## config.mk

```make
export PLATFORM = sky130hd
export DESIGN_NAME = move_debouncer
export DESIGN_NICKNAME = d
export VERILOG_FILES = /design/src/rtl/move_debouncer.sv
export SDC_FILE = /design/constraint.sdc
export NUM_CORES = 1
export LEC_CHECK = 0
export BUFFER_PORTS_ARGS = -buffer_cell sky130_fd_sc_hd__buf_2
export CAP_MARGIN = 20
export CORE_ASPECT_RATIO = 0.8
export CORE_MARGIN = 5
export CORE_UTILIZATION = 45
export CTS_CLUSTER_SIZE = 8
export DETAILED_ROUTE_END_ITERATION = 8
export PLACE_DENSITY = 0.6
export SYNTH_ARGS = -nofsm -noshare
export SYNTH_HDL_FRONTEND = slang
export SYNTH_SLANG_ARGS = --single-unit
export TNS_END_PERCENT = 100
```

## constraint.sdc

```tcl
create_clock -name i_clk -period 3.4 [get_ports i_clk]
set_clock_uncertainty 0.05 [all_clocks]
set_input_delay 0.51 -clock i_clk [delete_from_list [all_inputs] [get_ports i_clk]]
set_output_delay 0.51 -clock i_clk [all_outputs]
set_load 0.005 [all_outputs]
```

## src/rtl/move_debouncer.sv

```systemverilog
// Button conditioner for the 2048 game FSM: synchronizes and debounces four
// active-low buttons and turns each accepted press into one active-low move pulse.
module move_debouncer #(
  parameter int DEBOUNCE_CYCLES = 500000
) (
  input  logic i_clk,
  input  logic i_rst_n,
  input  logic i_btn_right,
  input  logic i_btn_left,
  input  logic i_btn_up,
  input  logic i_btn_down,
  output logic o_mov_right,
  output logic o_mov_left,
  output logic o_mov_up,
  output logic o_mov_down,
  output logic o_busy
);

  localparam int CW = (DEBOUNCE_CYCLES > 2) ? $clog2(DEBOUNCE_CYCLES) : 1;
  localparam logic [CW-1:0] LP_TERM = CW'(DEBOUNCE_CYCLES - 1);

  typedef enum logic [1:0] {
    ST_IDLE,
    ST_FIRE,
    ST_WAIT_RELEASE
  } state_t;

  logic [3:0] w_btn;
  logic [3:0] w_deb;
  logic [3:0] w_press;
  logic [3:0] w_win;
  logic [3:0] w_fire;
  state_t     r_state;
  state_t     w_state_next;
  logic [3:0] r_mov;
  logic       r_busy;

  // Bit order throughout: 0 = right, 1 = left, 2 = up, 3 = down.
  assign w_btn = {i_btn_down, i_btn_up, i_btn_left, i_btn_right};

  generate
    for (genvar gi = 0; gi < 4; gi++) begin : g_btn
      logic          r_s1;
      logic          r_s2;
      logic          r_deb;
      logic [CW-1:0] r_cnt;

      always_ff @(posedge i_clk or negedge i_rst_n) begin
        if (!i_rst_n) begin
          r_s1  <= 1'b1;
          r_s2  <= 1'b1;
          r_deb <= 1'b1;
          r_cnt <= '0;
        end else begin
          r_s1 <= w_btn[gi];
          r_s2 <= r_s1;
          if (r_s2 == r_deb) begin
            r_cnt <= '0;
          end else if (r_cnt == LP_TERM) begin
            r_deb <= r_s2;
            r_cnt <= '0;
          end else begin
            r_cnt <= r_cnt + 1'b1;
          end
        end
      end

      assign w_deb[gi]   = r_deb;
      // High in the cycle whose edge will flip the debounced level to pressed.
      assign w_press[gi] = r_deb & ~r_s2 & (r_cnt == LP_TERM);
    end
  endgenerate

  // Isolate the lowest set bit, giving right > left > up > down.
  assign w_win = w_press & (~w_press + 4'd1);

  always_comb begin
    w_state_next = r_state;
    w_fire       = 4'b0000;
    case (r_state)
      ST_IDLE: begin
        if (|w_press) begin
          w_fire       = w_win;
          w_state_next = ST_FIRE;
        end
      end
      ST_FIRE:         w_state_next = ST_WAIT_RELEASE;
      ST_WAIT_RELEASE: if (&w_deb) w_state_next = ST_IDLE;
      default:         w_state_next = ST_IDLE;
    endcase
  end

  // Outputs are registered from the next state so they change on the same edge as the state.
  always_ff @(posedge i_clk or negedge i_rst_n) begin
    if (!i_rst_n) begin
      r_state <= ST_IDLE;
      r_mov   <= 4'b1111;
      r_busy  <= 1'b0;
    end else begin
      r_state <= w_state_next;
      r_mov   <= ~w_fire;
      r_busy  <= (w_state_next != ST_IDLE);
    end
  end

  assign o_mov_right = r_mov[0];
  assign o_mov_left  = r_mov[1];
  assign o_mov_up    = r_mov[2];
  assign o_mov_down  = r_mov[3];
  assign o_busy      = r_busy;

endmodule

```

-- Yosys cells after proc, flatten, opt, wreduce, memory -nomap -nowiden
Index checks and enable logic that the tools add are counted.
- input port bits: 6
- register bits after elaboration: 95
- output and inout port bits: 5
- word-level logic and storage cells: 74
- equal/unequal tests: 10
- multiplexer cells: 13
- reduce and logical (&&, ||, !) cells: 8
- bitwise logic cells: 19
- add/sub/neg operators: 5
- operators with widths (kind ; number):
    19-bit 2-to-1 mux ; 8
    19-bit by 1-bit adder with 19-bit output, second input constant ; 4
    19-bit == test, second input constant ; 4
    1-bit bitwise AND ; 8
    4-bit 2-to-1 mux ; 2
    1-bit NOT ; 8
    4-bit NOT ; 2
    2-bit AND reduction ; 4
    2-bit case mux with 3 select lines ; 1
    4-bit by 1-bit adder with 4-bit output, second input constant ; 1
    4-bit bitwise AND ; 1
    1-bit == test ; 4
    2-bit 2-to-1 mux ; 2
    4-bit AND reduction ; 1
    4-bit OR reduction ; 1
    2-bit by 1-bit == test with 1-bit output, second input constant ; 1
    2-bit == test, second input constant ; 1
    2-bit logical NOT ; 1
    2-bit nonzero test ; 1

-- Depth between registers and ports, before layout
- depth in word-level cells: 9
- gate-level depth with buffers: 7
- gate-level depth less buffers: 6

-- Least setup slack after synthesis
No wires, ideal clock.
- path kind: reg2reg
- start: reg g_btn[2].r_cnt[7]
- end: reg r_mov[2]
- stages on the path, launching flop included: 5
- arrival time: 1864 ps
- slack: 1409 ps
- path buffers: 0
- required time: 3273 ps
- cell sequence: dfrtp_1 or4b_1 or2_1 or4_4 nand2b_4
- cells in the longest elaborated chain, start to end: 8
- RTL lines (what ; RTL line ; source):
    start: declaration ; 46 ; logic [CW-1:0] r_cnt;
    start signal: assignment ; 63 ; r_cnt <= r_cnt + 1'b1;
    19-bit == test * ; 70 ; assign w_press[gi] = r_deb & ~r_s2 & (r_cnt == LP_TERM);
    1-bit bitwise AND * ; 70 ;
    4-bit NOT ; 75 ; assign w_win = w_press & (~w_press + 4'd1);
    4-bit by 1-bit adder with 4-bit output ; 75 ;
    4-bit bitwise AND ; 75 ;
    4-bit 2-to-1 mux * ; 82 ; if (|w_press) begin
    4-bit 2-to-1 mux * ; 80 ; case (r_state)
    4-bit NOT * ; 101 ; r_mov <= ~w_fire;
    end signal: assignment ; 101 ;
    end: declaration ; 35 ; logic [3:0] r_mov;
Mark *: on every way between the ends. The rest lies on a longest branch, timed or not.
A chain may end at the register's enable or synchronous reset.

-- Worst setup path after layout
- start: reg g_btn[3].r_cnt[0]
- end: reg g_btn[3].r_cnt[5]
- cells in the longest elaborated chain, start to end: 3
- RTL lines (what ; RTL line ; source):
    start: declaration ; 46 ;
    start signal: assignment ; 63 ;
    19-bit by 1-bit adder with 19-bit output or 19-bit == test (tied branches) ; 63, 59 ;
    19-bit 2-to-1 mux * ; 59 ; end else if (r_cnt == LP_TERM) begin
    19-bit 2-to-1 mux * ; 57 ; if (r_s2 == r_deb) begin
Marks and branches as above.

==> impl_metrics.env <==
export IMPL_end_kind="flop"
export IMPL_cellPowerDensity_nw_per_um2=443.1
export IMPL_cp_arrival_ns=2.52
export IMPL_die_area_um2=12360
export IMPL_startpoint_type="flop"
export IMPL_cts_root_buf="clkbuf_16"
export IMPL_areaGrowthSynthToFinish_pct=10.96
export IMPL_ios=11
export IMPL_crit_family="simple AND/OR/NAND/NOR gates"
export IMPL_post_route_period_util_pct=69.52
export IMPL_cts_repair_resized=0
export IMPL_wirelength_um=8633
export IMPL_worst_slew_pin_slew_ns=0.8111
export IMPL_relSlewSlack_pct=45.89
export IMPL_rsz0062_at_grt="no"
export IMPL_clock_sinks=95
export IMPL_cp_required_ns=3.55
export IMPL_comb_power_share_pct=2.9
export IMPL_synth_cell_type_count=47
export IMPL_wl_per_cell_um=14.25
export IMPL_crit_type="flop to flop"
export IMPL_dp_cells=590
export IMPL_path_cells="ha_1, nand4_1, nor4b_1, a21o_1, nor2_1"
export IMPL_hpwl_um=5859
export IMPL_drive_gt1_share_pct=12.88
export IMPL_hold_viol_final=0
export IMPL_multi_input_area_um2=2087
export IMPL_final_common_cell="dfrtp_1"
export IMPL_cts_buffers=9
export IMPL_synthArstFlopShare_pct=100.0
export IMPL_fillers=960
export IMPL_seq_area_um2=2397
export IMPL_synth_top_area_share_pct=42.96
export IMPL_grt_max_degree=60
export IMPL_swShare_pct=21.90
export IMPL_htree_levels=3
export IMPL_cp_num_cells=5
export IMPL_seq_power_share_pct=51.5
export IMPL_cp_buffers_inverters=0
export IMPL_fin_crit_ns=2.364
export IMPL_port_buffers=10
export IMPL_overflow=0
export IMPL_p_int_mw=1.767
export IMPL_cts_tree="yes"
export IMPL_synthCells=451
export IMPL_core_region_area_um2=10120
export IMPL_place_ws_ns=1.078
export IMPL_diodes=0
export IMPL_fmax_ghz=0.4231
export IMPL_clk_pin_slew_worst_paths_ns=0.06
export IMPL_slowest_delay_ns=0.64
export IMPL_fp_dieH_um=100.5
export IMPL_clkPwrFrac_pct=45.6
export IMPL_yosysTopAreaCell="dfrtp_1"
export IMPL_worstPathMaxFanout=19
export IMPL_synth_area_per_cell_um2=10.20
export IMPL_start_util_pct=45.49
export IMPL_max_cap_violations=0
export IMPL_synth_nets=465
export IMPL_grt_pass1_wl_um=14990
export IMPL_routabilityCongestion=0.7624
export IMPL_p_sw_mw=0.4954
export IMPL_ys_flop_type="dfrtp_1"
export IMPL_track_usage_pct=15.22
export IMPL_setup_violations=0
export IMPL_layout_nets=475
export IMPL_slew_violations=0
export IMPL_finalWorstSetupSlack_ns=1.036
export IMPL_antenna_found_initial=0
export IMPL_finalNonFillerCells=606
export IMPL_ant_nets=0
export IMPL_synth_edf_count=0
export IMPL_cts_setup_buffers=0
export IMPL_status="complete, no violations"
export IMPL_ys_seq_area_share_pct=52.09
export IMPL_firstDrtPassIters=4
export IMPL_insertion_delay_ns=0.34
export IMPL_ir_drop_uv=269.1
export IMPL_leakagePower_nw=2.061
export IMPL_reg2regPathDepth=5
export IMPL_most_common_layout_cells="dfrtp_1 (79), nor2_1 (64), xor2_1 (32)"
export IMPL_vias=3259
export IMPL_drt_drc_violations_left=0
export IMPL_synth_seq_cells=95
export IMPL_num_rows=33
export IMPL_cts_hold_buf=0
export IMPL_grt_pass1_vias=3231
export IMPL_die_w_um=123.1
export IMPL_yosys_warnings=0
export IMPL_drt_initial_drc_count=138
export IMPL_synthTopCellsByArea="dfrtp_1 (43%), dfstp_2 (9.1%), xor2_1 (6.1%)"
export IMPL_crit_path_top_delay_cell="nor4b_1"
export IMPL_syn_area_um2=4602
export IMPL_vias_per_cell=5.378
export IMPL_cts_max_path_buffers=2
export IMPL_hold_class="input pin to async pin"
export IMPL_fin_tns_setup_ns=0
-- power groups by stage --
stage	logic [mW]	registers [mW]	clock network [mW]
after global routing	0.0800	1.17	1.11
final	0.0666	1.16	1.03
after detailed placement	0.0705	1.18	0
after CTS	0.0705	1.16	1.06
after floorplan	0.0344	1.18	0
after global placement	0.0685	1.18	0
-- Yosys cell counts (all sizes together) (5+ instances only) --
library cell / instances
and4: 12
nor4: 7
nand4: 23
nand3: 25
nor3: 7
buf: 7
or4: 13
o21ai: 9
nor2: 64
ha: 8
or3: 11
dfstp: 16
xor2: 32
dfrtp: 79
or2: 5
clkbuf: 6
xnor2: 17
inv: 16
a21oi: 19
nand2: 25
o31ai: 9
-- stage by stage --
stage	instance area [µm²]	total power, mW	util [%]	hold WS, ns
2_1_floorplan	4602	1.216	-	0.1644
3_3_place_gp	4800	1.253	47.45	0.3004
3_5_place_dp	4800	1.255	47.45	0.2999
4_1_cts	5106	2.296	50.48	0.1934
5_1_grt	5106	2.354	50.48	0.1909
6_report	5106	2.262	50.48	0.1745
-- cell families (layout without fill, tap and decap cells) --
| kind of cell | Yosys count | in the layout | share of synthesized area [%] |
|---|---|---|---|
| xor gates and xnor gates | 49 | 49 | 9.326 |
| adders and majority gates | 8 | 8 | 2.175 |
| muxes | 5 | 5 | 1.196 |
| buffers and inverters | 29 | 44 | 2.556 |
| AOI/OAI and AO/OA | 47 | 47 | 6.362 |
| DFF | 95 | 95 | 52.09 |
| and+or+nand+nor | 218 | 218 | 26.29 |
-- final cells by class --
type                            instances  share of cell area (%)
Clock buffer                           11                   4.754
Clock inverter                          5                   1.250
Inverter                               16                   1.176
Multi-Input combinational cell        327                   40.87
Sequential cell                        95                   46.95
Tap cell                              140                   3.431
Timing Repair Buffer                   12                   1.568
-- flip-flops by register name, indices dropped and copies added (netlist names) --
register,flops
r_state,2
g_btn.r_s1,4
g_btn.r_deb,4
o_busy,1
g_btn.r_s2,4
g_btn.r_cnt,76
r_mov,4
-- layer usage --
layer / up-vias / wire length (µm) / share of wire, % / global-route usage, %
met4: 0 / 112 / 1.3 / 4.851
met5: - / 0 / 0 / 0
met3: 11 / 231 / 2.7 / 4.377
li1: 1629 / - / - / -
met2: 22 / 3858 / 45 / 22.97
met1: 1597 / 4430 / 51 / 21.27
-- worst paths after layout --
| kind | start | endpoint | slack (ns) |
|---|---|---|---|
| worst max register to register | g_btn[3].r_cnt[0] | g_btn[3].r_cnt[5] | 1.04 |
| worst max-delay path | g_btn[3].r_cnt[0] | g_btn[3].r_cnt[5] | 1.04 |
| worst min-delay path | i_rst_n | g_btn[1].r_cnt[9] | 0.17 |
| max in group asynchronous | i_rst_n | g_btn[3].r_s1 | 2.42 |
| min in group i_clk | i_btn_down | g_btn[3].r_s1 | 0.21 |
| worst min register to register | g_btn[0].r_s1 | g_btn[0].r_s2 | 0.31 |
-- worst register-to-register path: cells and delay by family (launching register included) --
family | cells | cell delay, ns
flops | 1 | 0.40
compound gates | 1 | 0.60
fa+ha+maj | 1 | 0.23
simple gates | 3 | 0.94
(Power assumes the default switching activity.)
